$ cat config.mk
export PLATFORM = sky130hd
export DESIGN_NAME = dca_matrix_lsu_read_request_gen_flat
export DESIGN_NICKNAME = d
export VERILOG_FILES = /design/src/rtl/dca_matrix_lsu_read_request_gen_if.sv /design/src/rtl/dca_matrix_lsu_read_request_gen.sv /design/src/flat_wrapper.sv
export SDC_FILE = /design/constraint.sdc
export NUM_CORES = 1
export LEC_CHECK = 0
export BUFFER_PORTS_ARGS = -buffer_cell sky130_fd_sc_hd__clkbuf_2
export CAP_MARGIN = 10
export CORE_MARGIN = 2
export CORE_UTILIZATION = 37
export DETAILED_ROUTE_END_ITERATION = 12
export SLEW_MARGIN = 20
export SYNTH_ARGS = -nofsm -noshare
export SYNTH_HDL_FRONTEND = slang
export SYNTH_SLANG_ARGS = --single-unit
$ cat constraint.sdc
create_clock -name clk -period 6.2 [get_ports clk]
set_input_delay 0.62 -clock clk [delete_from_list [all_inputs] [get_ports clk]]
set_output_delay 0.62 -clock clk [all_outputs]
set_load 0.01 [all_outputs]
$ cat src/rtl/dca_matrix_lsu_read_request_gen_if.sv
// Handshake bundle for the matrix LSU read-request generator: command in, AXI AR out, txn-info out.
// master = generator side, slave = environment (command source, AXI fabric, row collector).
interface dca_matrix_lsu_read_request_gen_if #(
  parameter int BW_ADDR      = 32,
  parameter int BW_AXI_DATA  = 32,
  parameter int BW_ROW_COUNT = 8,
  parameter int BW_ROW_BYTES = 8
);
  localparam int BW_BITADDR = $clog2(BW_AXI_DATA);
  localparam int BW_TXN     = 2 + 8 + BW_BITADDR;

  logic                    cmd_valid;
  logic                    cmd_ready;
  logic [BW_ADDR-1:0]      cmd_base_addr;
  logic [BW_ADDR-1:0]      cmd_stride;
  logic [BW_ROW_COUNT-1:0] cmd_num_rows;
  logic [BW_ROW_BYTES-1:0] cmd_row_bytes;
  logic [BW_ROW_COUNT-1:0] cmd_num_pad_rows;

  logic                    rxarvalid;
  logic                    rxarready;
  logic [BW_ADDR-1:0]      rxaraddr;
  logic [7:0]              rxarlen;
  logic [2:0]              rxarsize;
  logic [1:0]              rxarburst;

  logic                    txn_valid;
  logic                    txn_ready;
  logic [BW_TXN-1:0]       txn_info;

  modport master (
    input  cmd_valid, cmd_base_addr, cmd_stride, cmd_num_rows, cmd_row_bytes, cmd_num_pad_rows,
    output cmd_ready,
    output rxarvalid, rxaraddr, rxarlen, rxarsize, rxarburst,
    input  rxarready,
    output txn_valid, txn_info,
    input  txn_ready
  );

  modport slave (
    output cmd_valid, cmd_base_addr, cmd_stride, cmd_num_rows, cmd_row_bytes, cmd_num_pad_rows,
    input  cmd_ready,
    input  rxarvalid, rxaraddr, rxarlen, rxarsize, rxarburst,
    output rxarready,
    input  txn_valid, txn_info,
    output txn_ready
  );
endinterface

$ cat src/rtl/dca_matrix_lsu_read_request_gen.sv
// Matrix-load command -> one AXI AR burst plus one txn-info word per row, one command in flight.
// Optional macro DCA_LSU_PAD_ROW_EN appends cmd_num_pad_rows dummy txns after the real rows.
module dca_matrix_lsu_read_request_gen #(
  parameter int BW_ADDR          = 32,
  parameter int BW_AXI_DATA      = 32,
  parameter int MAX_NUM_AXI_DATA = 4,
  parameter int BW_ROW_COUNT     = 8,
  parameter int BW_ROW_BYTES     = 8
) (
  input  logic clk,
  input  logic rstnn,
  input  logic clear,
  input  logic enable,
  dca_matrix_lsu_read_request_gen_if.master bus,
  output logic busy,
  output logic done,
  output logic error
);

  localparam int BYTES_PER_BEAT = BW_AXI_DATA / 8;
  localparam int BW_OFF         = $clog2(BYTES_PER_BEAT);
  localparam int BW_BITADDR     = $clog2(BW_AXI_DATA);
  localparam int BW_SUM         = BW_ROW_BYTES + BW_OFF + 1;

`ifdef DCA_LSU_PAD_ROW_EN
  typedef enum logic [2:0] {S_IDLE, S_CALC, S_ISSUE, S_PAD, S_FIN} state_t;
`else
  typedef enum logic [2:0] {S_IDLE, S_CALC, S_ISSUE, S_FIN} state_t;
`endif

  state_t                  state_q, state_d;
  logic [BW_ADDR-1:0]      row_addr_q, row_addr_d;
  logic [BW_ADDR-1:0]      stride_q, stride_d;
  logic [BW_ROW_COUNT-1:0] num_rows_q, num_rows_d;
  logic [BW_ROW_COUNT-1:0] row_cnt_q, row_cnt_d;
  logic [BW_ROW_BYTES-1:0] row_bytes_q, row_bytes_d;
  logic [BW_ADDR-1:0]      araddr_q, araddr_d;
  logic [7:0]              arlen_q, arlen_d;
  logic [BW_BITADDR-1:0]   bitaddr_q, bitaddr_d;
  logic                    is_last_q, is_last_d;
  logic                    is_dummy_q, is_dummy_d;
  logic                    arvalid_q, arvalid_d;
  logic                    txn_valid_q, txn_valid_d;
  logic                    done_q, done_d;
  logic                    error_q, error_d;
`ifdef DCA_LSU_PAD_ROW_EN
  logic [BW_ROW_COUNT-1:0] num_pad_q, num_pad_d;
  logic [BW_ROW_COUNT-1:0] pad_cnt_q, pad_cnt_d;
  logic [BW_ROW_COUNT-1:0] pad_cnt_nx;
  logic                    go_pad;
`else
  logic                    unused_pad;
  assign unused_pad = ^bus.cmd_num_pad_rows;
`endif

  logic                    ar_acc, txn_acc;
  logic [BW_OFF-1:0]       off;
  logic [BW_SUM-1:0]       span, beats;
  logic [BW_ROW_COUNT-1:0] row_cnt_nx;
  logic                    last_row;

  assign ar_acc     = arvalid_q   & bus.rxarready;
  assign txn_acc    = txn_valid_q & bus.txn_ready;
  assign off        = row_addr_q[BW_OFF-1:0];
  assign row_cnt_nx = row_cnt_q + 1'b1;
  assign last_row   = (row_cnt_q == num_rows_q - 1'b1);

  always_comb begin
    state_d     = state_q;
    row_addr_d  = row_addr_q;
    stride_d    = stride_q;
    num_rows_d  = num_rows_q;
    row_cnt_d   = row_cnt_q;
    row_bytes_d = row_bytes_q;
    araddr_d    = araddr_q;
    arlen_d     = arlen_q;
    bitaddr_d   = bitaddr_q;
    is_last_d   = is_last_q;
    is_dummy_d  = is_dummy_q;
    arvalid_d   = arvalid_q;
    txn_valid_d = txn_valid_q;
    done_d      = 1'b0;
    error_d     = error_q;
    span        = BW_SUM'(off) + BW_SUM'(row_bytes_q) + BW_SUM'(BYTES_PER_BEAT - 1);
    beats       = span >> BW_OFF;
`ifdef DCA_LSU_PAD_ROW_EN
    num_pad_d   = num_pad_q;
    pad_cnt_d   = pad_cnt_q;
    pad_cnt_nx  = pad_cnt_q + 1'b1;
    go_pad      = 1'b0;
`endif

    if (clear) begin
      state_d     = S_IDLE;
      arvalid_d   = 1'b0;
      txn_valid_d = 1'b0;
      error_d     = 1'b0;
    end else if (enable) begin
      case (state_q)
        S_IDLE: begin
          if (bus.cmd_valid) begin
            row_addr_d  = bus.cmd_base_addr;
            stride_d    = bus.cmd_stride;
            num_rows_d  = bus.cmd_num_rows;
            row_bytes_d = bus.cmd_row_bytes;
            row_cnt_d   = '0;
            error_d     = 1'b0;
`ifdef DCA_LSU_PAD_ROW_EN
            num_pad_d   = bus.cmd_num_pad_rows;
`endif
            if (bus.cmd_num_rows != '0) state_d = S_CALC;
`ifdef DCA_LSU_PAD_ROW_EN
            else if (bus.cmd_num_pad_rows != '0) go_pad = 1'b1;
`endif
            else state_d = S_FIN;
          end
        end
        S_CALC: begin
          // A zero-byte row still costs one beat so alen never wraps.
          if (beats == '0) beats = BW_SUM'(1);
          if (beats > BW_SUM'(MAX_NUM_AXI_DATA)) begin
            beats   = BW_SUM'(MAX_NUM_AXI_DATA);
            error_d = 1'b1;
          end
          araddr_d    = {row_addr_q[BW_ADDR-1:BW_OFF], {BW_OFF{1'b0}}};
          bitaddr_d   = {off, 3'b000};
          arlen_d     = 8'(beats - 1'b1);
          is_dummy_d  = 1'b0;
`ifdef DCA_LSU_PAD_ROW_EN
          is_last_d   = last_row && (num_pad_q == '0);
`else
          is_last_d   = last_row;
`endif
          arvalid_d   = 1'b1;
          txn_valid_d = 1'b1;
          state_d     = S_ISSUE;
        end
        S_ISSUE: begin
          // AR and txn retire independently; the row is done once both have gone.
          arvalid_d   = arvalid_q   & ~ar_acc;
          txn_valid_d = txn_valid_q & ~txn_acc;
          if (!arvalid_d && !txn_valid_d) begin
            row_addr_d = row_addr_q + stride_q;
            row_cnt_d  = row_cnt_nx;
            if (row_cnt_nx != num_rows_q) state_d = S_CALC;
`ifdef DCA_LSU_PAD_ROW_EN
            else if (num_pad_q != '0) go_pad = 1'b1;
`endif
            else state_d = S_FIN;
          end
        end
`ifdef DCA_LSU_PAD_ROW_EN
        S_PAD: begin
          if (txn_acc) begin
            pad_cnt_d = pad_cnt_nx;
            if (pad_cnt_nx == num_pad_q) begin
              txn_valid_d = 1'b0;
              state_d     = S_FIN;
            end else begin
              is_last_d = (pad_cnt_nx == num_pad_q - 1'b1);
            end
          end
        end
`endif
        S_FIN: begin
          done_d  = 1'b1;
          state_d = S_IDLE;
        end
        default: state_d = S_IDLE;
      endcase

`ifdef DCA_LSU_PAD_ROW_EN
      // Dummy rows carry no address; alen/bitaddr are forced to zero for the collector.
      if (go_pad) begin
        state_d     = S_PAD;
        pad_cnt_d   = '0;
        txn_valid_d = 1'b1;
        is_dummy_d  = 1'b1;
        arlen_d     = '0;
        bitaddr_d   = '0;
        is_last_d   = (num_pad_d == BW_ROW_COUNT'(1));
      end
`endif
    end
  end

  always_ff @(posedge clk or negedge rstnn) begin
    if (!rstnn) begin
      state_q     <= S_IDLE;
      row_addr_q  <= '0;
      stride_q    <= '0;
      num_rows_q  <= '0;
      row_cnt_q   <= '0;
      row_bytes_q <= '0;
      araddr_q    <= '0;
      arlen_q     <= '0;
      bitaddr_q   <= '0;
      is_last_q   <= 1'b0;
      is_dummy_q  <= 1'b0;
      arvalid_q   <= 1'b0;
      txn_valid_q <= 1'b0;
      done_q      <= 1'b0;
      error_q     <= 1'b0;
`ifdef DCA_LSU_PAD_ROW_EN
      num_pad_q   <= '0;
      pad_cnt_q   <= '0;
`endif
    end else begin
      state_q     <= state_d;
      row_addr_q  <= row_addr_d;
      stride_q    <= stride_d;
      num_rows_q  <= num_rows_d;
      row_cnt_q   <= row_cnt_d;
      row_bytes_q <= row_bytes_d;
      araddr_q    <= araddr_d;
      arlen_q     <= arlen_d;
      bitaddr_q   <= bitaddr_d;
      is_last_q   <= is_last_d;
      is_dummy_q  <= is_dummy_d;
      arvalid_q   <= arvalid_d;
      txn_valid_q <= txn_valid_d;
      done_q      <= done_d;
      error_q     <= error_d;
`ifdef DCA_LSU_PAD_ROW_EN
      num_pad_q   <= num_pad_d;
      pad_cnt_q   <= pad_cnt_d;
`endif
    end
  end

  assign bus.cmd_ready = (state_q == S_IDLE);
  assign bus.rxarvalid = arvalid_q;
  assign bus.rxaraddr  = araddr_q;
  assign bus.rxarlen   = arlen_q;
  assign bus.rxarsize  = 3'(BW_OFF);
  assign bus.rxarburst = 2'b01;
  assign bus.txn_valid = txn_valid_q;
  assign bus.txn_info  = {is_dummy_q, is_last_q, arlen_q, bitaddr_q};
  assign busy          = (state_q != S_IDLE);
  assign done          = done_q;
  assign error         = error_q;

endmodule
$ cat src/flat_wrapper.sv
// flat-port wrapper written by rule: the top's interface ports become plain ports
module dca_matrix_lsu_read_request_gen_flat 
#(
  parameter int BW_ADDR          = 32,
  parameter int BW_AXI_DATA      = 32,
  parameter int MAX_NUM_AXI_DATA = 4,
  parameter int BW_ROW_COUNT     = 8,
  parameter int BW_ROW_BYTES     = 8
)
  (clk, rstnn, clear, enable, busy, done, error, bus_cmd_valid, bus_cmd_base_addr, bus_cmd_stride, bus_cmd_num_rows, bus_cmd_row_bytes, bus_cmd_num_pad_rows, bus_cmd_ready, bus_rxarvalid, bus_rxaraddr, bus_rxarlen, bus_rxarsize, bus_rxarburst, bus_rxarready, bus_txn_valid, bus_txn_info, bus_txn_ready);
  dca_matrix_lsu_read_request_gen_if #(.BW_ADDR(BW_ADDR), .BW_AXI_DATA(BW_AXI_DATA), .BW_ROW_COUNT(BW_ROW_COUNT), .BW_ROW_BYTES(BW_ROW_BYTES)) bus_i ();
  input  logic clk;
  input  logic rstnn;
  input  logic clear;
  input  logic enable;
  output logic busy;
  output logic done;
  output logic error;
  input wire logic [$bits(bus_i.cmd_valid)-1:0] bus_cmd_valid;
  input wire logic [$bits(bus_i.cmd_base_addr)-1:0] bus_cmd_base_addr;
  input wire logic [$bits(bus_i.cmd_stride)-1:0] bus_cmd_stride;
  input wire logic [$bits(bus_i.cmd_num_rows)-1:0] bus_cmd_num_rows;
  input wire logic [$bits(bus_i.cmd_row_bytes)-1:0] bus_cmd_row_bytes;
  input wire logic [$bits(bus_i.cmd_num_pad_rows)-1:0] bus_cmd_num_pad_rows;
  output wire logic [$bits(bus_i.cmd_ready)-1:0] bus_cmd_ready;
  output wire logic [$bits(bus_i.rxarvalid)-1:0] bus_rxarvalid;
  output wire logic [$bits(bus_i.rxaraddr)-1:0] bus_rxaraddr;
  output wire logic [$bits(bus_i.rxarlen)-1:0] bus_rxarlen;
  output wire logic [$bits(bus_i.rxarsize)-1:0] bus_rxarsize;
  output wire logic [$bits(bus_i.rxarburst)-1:0] bus_rxarburst;
  input wire logic [$bits(bus_i.rxarready)-1:0] bus_rxarready;
  output wire logic [$bits(bus_i.txn_valid)-1:0] bus_txn_valid;
  output wire logic [$bits(bus_i.txn_info)-1:0] bus_txn_info;
  input wire logic [$bits(bus_i.txn_ready)-1:0] bus_txn_ready;
  assign bus_i.cmd_valid = bus_cmd_valid;
  assign bus_i.cmd_base_addr = bus_cmd_base_addr;
  assign bus_i.cmd_stride = bus_cmd_stride;
  assign bus_i.cmd_num_rows = bus_cmd_num_rows;
  assign bus_i.cmd_row_bytes = bus_cmd_row_bytes;
  assign bus_i.cmd_num_pad_rows = bus_cmd_num_pad_rows;
  assign bus_cmd_ready = bus_i.cmd_ready;
  assign bus_rxarvalid = bus_i.rxarvalid;
  assign bus_rxaraddr = bus_i.rxaraddr;
  assign bus_rxarlen = bus_i.rxarlen;
  assign bus_rxarsize = bus_i.rxarsize;
  assign bus_rxarburst = bus_i.rxarburst;
  assign bus_i.rxarready = bus_rxarready;
  assign bus_txn_valid = bus_i.txn_valid;
  assign bus_txn_info = bus_i.txn_info;
  assign bus_i.txn_ready = bus_txn_ready;
  dca_matrix_lsu_read_request_gen #(.BW_ADDR(BW_ADDR), .BW_AXI_DATA(BW_AXI_DATA), .MAX_NUM_AXI_DATA(MAX_NUM_AXI_DATA), .BW_ROW_COUNT(BW_ROW_COUNT), .BW_ROW_BYTES(BW_ROW_BYTES)) u_core (.clk(clk), .rstnn(rstnn), .clear(clear), .enable(enable), .bus(bus_i), .busy(busy), .done(done), .error(error));
endmodule
# == Word-level counts from Yosys, hierarchy flattened ==
# Cells that the tools add are included.
# totals
register_bits,136
# classes
muxes,35
addsub,6
eq_ne,10
reduce_logical,17
magnitude_cmp,1
bitwise_logic,7
# ops
cell,count
$mux 32,2
$pmux 32 s2,1
$mux 8,6
$mux 11,3
$add 32x32->32,1
$pmux 8 s2,1
$sub 8x1->8 const B,2
$mux 3,4
$add 11x2->11 const B,1
$gt 11x3->1 const B,1
$logic_not 11->1,1
$mux 1,11
$add 2x8->9,1
$mux 9,1
$pmux 3 s3,1
$reduce_bool 3->1,3
$add 8x1->8 const B,1
$eq 8x8->1,1
$ne 8x8->1,1
$reduce_and 4->1,2
$reduce_bool 8->1,1
$eq 3x2->1 const B,2
$ne 3x2->1 const B,2
$pmux 1 s2,3
other kinds (14),23

# == Depth between registers and ports, before layout ==
# logic_depth
ltp_word,13
depth_mapped,12
depth_no_buf,12

# == Worst setup path before layout ==
# OpenSTA, ideal clock, no wires.
# synth_path
path_type,register -> register
startpoint,register u_core.row_addr_q[18]
endpoint,register u_core.row_addr_q[31]
stages_incl_launch_ff,12
setup_slack_ns,3.524
setup_time_ns,0.126
period_less_slack_ns,2.676
arrival_ns,2.550
path_cell_list,dfrtp_1 -> ha_1 -> buf_6 -> a21oi_4 -> o21ai_2 -> o211a_1 -> o41ai_2 -> a211oi_1 -> o21a_1 -> or4_4 -> a211oi_2 -> nor3b_2
# synth_between
elab_chain_len,3
# synth_rtl
item,line_no,rtl
"start, declared",dca_matrix_lsu_read_request_gen.sv:32,"logic [BW_ADDR-1:0] row_addr_q, row_addr_d;"
"start signal, assigned",dca_matrix_lsu_read_request_gen.sv:210,row_addr_q <= row_addr_d;
$add 32x32->32,dca_matrix_lsu_read_request_gen.sv:143,row_addr_d = row_addr_q + stride_q;
$mux 32,dca_matrix_lsu_read_request_gen.sv:142,if (!arvalid_d && !txn_valid_d) begin
$pmux 32 s2,dca_matrix_lsu_read_request_gen.sv:99,case (state_q)
# No other way between the ends. The select of a mux whose other input is x is not followed.
# A chain may end at the register's enable or synchronous reset.

# == Worst setup path after layout ==
# layout_path
startpoint,register u_core.stride_q[6]
endpoint,register u_core.row_addr_q[31]
# layout_between
elab_chain_len,3
# layout_rtl
item,line_no,rtl
"start, declared",dca_matrix_lsu_read_request_gen.sv:33,"logic [BW_ADDR-1:0] stride_q, stride_d;"
"start signal, assigned",dca_matrix_lsu_read_request_gen.sv:211,stride_q <= stride_d;
$add 32x32->32,dca_matrix_lsu_read_request_gen.sv:143,
$mux 32,dca_matrix_lsu_read_request_gen.sv:142,
$pmux 32 s2,dca_matrix_lsu_read_request_gen.sv:99,
# No other way between the ends. The select of a mux whose other input is x is not followed.

==> metrics.md <==
| Metric | Value |
|---|---|
| Status | complete, no violations |
| Syn Inst Count | 837 |
| DR iter-0 viols | 299 |
| Least-Margin Pin Slew | 0.9964 ns |
| Crit path cell chain | ha_1 > a2111oi_1 > o21a_1 > nor2_1 > a21oi_1 > a211oi_1 > o21a_1 > or4_4 > a211oi_2 > nor3b_2 |
| CORE AREA | 20890 um2 |
| Initial antenna violation count | 1 |
| Final Core Density | 44.08% |
| Library cells used by synthesis | 71 |
| Vias | 6316 |
| Initial Utilization | 37.48% |
| CTS Hold Buffers Added | 0 |
| Final hold vios | 0 |
| Reg area | 3378 um2 |
| P_leak | 4.441 nW |
| FF-to-FF Start | u_core.stride_q[6] |
| Clk slew on worst S/H paths | 0.06 ns |
| Final worst slack | 3.053 ns |
| WP buf/inv | 0 |
| Synthesized cell area | 7829 um2 |
| Total track usage | 18.36% |
| Multi-input logic area | 4131 um2 |
| Cell mode on critical path | o21a_1 |
| Skew-Pair Late Insertion Delay | 0.42 ns |
| Rel. slew slack | 33.21% |
| Pre-CTS WS | 3.106 ns |
| GP Congestion | 0.8280 |
| Post-synth EDFFs | 0 |
| Crit path max-delay cell type | or4_4 |
| Avg WL per Cell | 15.96 um |
| Die width | 149.5 um |
| Endpoint class of the critical path | flip-flop |
| Post-CTS resize count | 0 |
| Peak supply drop | 213.6 uV |
| CTS Buf Count | 17 |
| Asr flop ratio synth | 100.0% |
| Post-layout min period | 3.147 ns |
| CP required | 6.50 ns |
| Period utilization | 50.75% |
| First-pass GRT wire length | 31.86 mm |
| Post-CTS setup buffers | 0 |
| Cell Rows | 53 |
| # IOs | 161 |
| Max-slew violations | 0 |
| # diodes | 0 |
| Clock root buffer | clkbuf_16 |
| Final setup vio count | 0 |
| Layout Skew | 0.009925 ns |
| DRT antenna net count | 0 |
| Total grt overflow | 0 |
| Clk sinks | 135 |
| DR DRC count | 0 |
| Worst min-delay path category | input pin to async pin |
| Layout cells sized above 1 | 25.21% |
| Crit-path leading delay family | compound AO/OA/AOI/OAI gates |
| Largest net degree at the start of global routing | 78 |
| Unrepaired setup endpoints after global routing | no |
| Layout Nets | 1085 |
| Fmax | 317.8 MHz |
| Pwr Total | 4.288 mW |
| Synthesis-to-layout area growth | 17.61% |
| RR Endpoint | u_core.row_addr_q[31] |
| Vias in the first global route | 6126 |
| Power per cell area | 465.7 nW/um2 |
| Setup CP Type | flip-flop to flip-flop |
| CP max FO | 5 |
| WL final | 19.78 mm |
| CTS tree | yes |
| CP max stage delay | 0.49 ns |
| Drt pass-1 iters | 4 |
| Seq/Total Area, Yosys | 43.15% |
| Syn avg cell area | 9.353 um2 |
| Clock Tree Buf Depth | 2 |
| Ys flop type | dfrtp_1 |
| YS warnings | 0 |
| Port-buffer cells | 141 |
| Maxcap violations | 0 |
| Crit path launch type | flip-flop |
| R2r setup slk | 3.05 ns |
| Chip height | 149.5 um |
| Vias per cell | 5.098 |
| Hpwl dp | 13.84 mm |
| WP data arrival | 3.44 ns |
| Max H-tree Level | 4 |
| Die area | 22340 um2 |
| Final hold slack | 0.2434 ns |
| Worst r2r path cells | 10 |
| #FFs+latches synth | 135 |
| Setup TNS | 0 ns |
| Layout fillers | 2125 |
synthesized netlist by cell type (all sizes together), types with 4 or more instances:
| master | number | area, um2 |
|---|---|---|
| nand2 | 168 | 630.6 |
| dfrtp | 135 | 3378 |
| o21ai | 53 | 269.0 |
| mux2 | 48 | 540.5 |
| a21oi | 39 | 210.2 |
| nor2 | 39 | 146.4 |
| ha | 36 | 450.4 |
| clkbuf | 32 | 120.1 |
| buf | 29 | 192.7 |
| xnor2 | 23 | 201.4 |
| o22ai | 22 | 143.9 |
| nor3 | 21 | 110.1 |
| xor2 | 20 | 175.2 |
| nand3 | 17 | 85.08 |
| inv | 15 | 56.30 |
| a211oi | 12 | 95.09 |
| a21o | 11 | 82.58 |
| and2 | 11 | 68.82 |
| and3 | 10 | 62.56 |
| nor2b | 8 | 50.05 |
| nand2b | 7 | 43.79 |
| or3 | 6 | 37.54 |
| nor4 | 5 | 37.53 |
| o211ai | 5 | 42.54 |
| o21a | 5 | 37.54 |
| o31ai | 5 | 37.54 |
| a221oi | 4 | 41.29 |
| mux2i | 4 | 40.04 |
| o21bai | 4 | 30.03 |
| o41ai | 4 | 61.32 |
| or4 | 4 | 33.78 |
worst register-to-register path: cells and delay by family, from the launching register on:
family                   cells  cell delay (ns)
AO/OA/AOI/OAI                6             1.61
AND/OR/NAND/NOR              3             0.65
adder cells (fa/ha/maj)      1             0.37
flip-flops                   1             0.39
final cells by class:
cell class	instances	share of cell area, %
inverters	15	0.6115
clock inverters	9	0.8561
multi-input cells	635	44.87
repair buffers	148	8.303
well taps	275	3.737
flip-flops and latches	135	36.69
clock buffers	22	4.933
kinds of logic after synthesis:
family | share of synthesized area (%)
other | 0.09593
AOI/OAI and AO/OA | 15.73
buffers and inverters | 4.715
DFF | 43.15
xor gates and xnor gates | 4.811
and+or+nand+nor | 17.82
adders and majority gates | 6.265
muxes | 7.416
report_power, final:
part / internal (mW) / total [mW] / switching (mW)
clock: 0.556 / 0.932 / 0.376
combinational: 0.856 / 1.91 / 1.06
sequential: 1.19 / 1.44 / 0.255
registers in the layout (all words and copies together), names as in the netlist:
signal	flops
u_core.done	1
u_core.bitaddr_q	2
u_core.state_q	2
u_core.row_cnt_q	8
u_core.is_last_q	1
u_core.bus.rxaraddr	30
u_core.stride_q	32
u_core.error	1
u_core.bus.txn_valid	1
u_core.bus.rxarvalid	1
u_core.bus.rxarlen	8
u_core.row_addr_q	32
u_core.row_bytes_q	8
u_core.num_rows_q	8
layer usage:
layer	global-route usage [%]	wire [um]
met5	0	0
met4	4.476	224
met3	4.360	977
met2	29.27	9020
met1	25.30	9557
placed cells by master, fill, tap and decap left out, types with 20 or more instances in the layout:
| cell | count |
|---|---|
| dfrtp_1 | 135 |
| nand2_1 | 168 |
| nor2_1 | 39 |
| xor2_1 | 20 |
| ha_1 | 36 |
| a21oi_1 | 37 |
| mux2_2 | 48 |
| o21ai_0 | 49 |
| o22ai_1 | 21 |
| clkbuf_2 | 140 |
| xnor2_1 | 23 |
worst max path at each step:
stage | start | endpoint | slack, ns | depth (start not counted)
3_3_place_gp | u_core.stride_q[6] | u_core.row_addr_q[31] | 3.13 | 10
4_1_cts | u_core.stride_q[6] | u_core.row_addr_q[31] | 3.08 | 10
6_report | u_core.stride_q[6] | u_core.row_addr_q[31] | 3.05 | 10
3_5_place_dp | u_core.stride_q[6] | u_core.row_addr_q[31] | 3.11 | 10
2_1_floorplan | u_core.row_addr_q[18] | u_core.row_addr_q[31] | 3.52 | 11
5_1_grt | u_core.row_addr_q[0] | u_core.row_addr_q[20] | 2.87 | 12
stage by stage:
step / cells / instance area [um2]
finish: 1239 / 9208
global route: 1239 / 9208
CTS: 1239 / 9208
detailed placement: 1208 / 8675
global placement: 1208 / 8675
floorplan: 846 / 7863
Note: power is estimated with default switching activity, not from simulation.
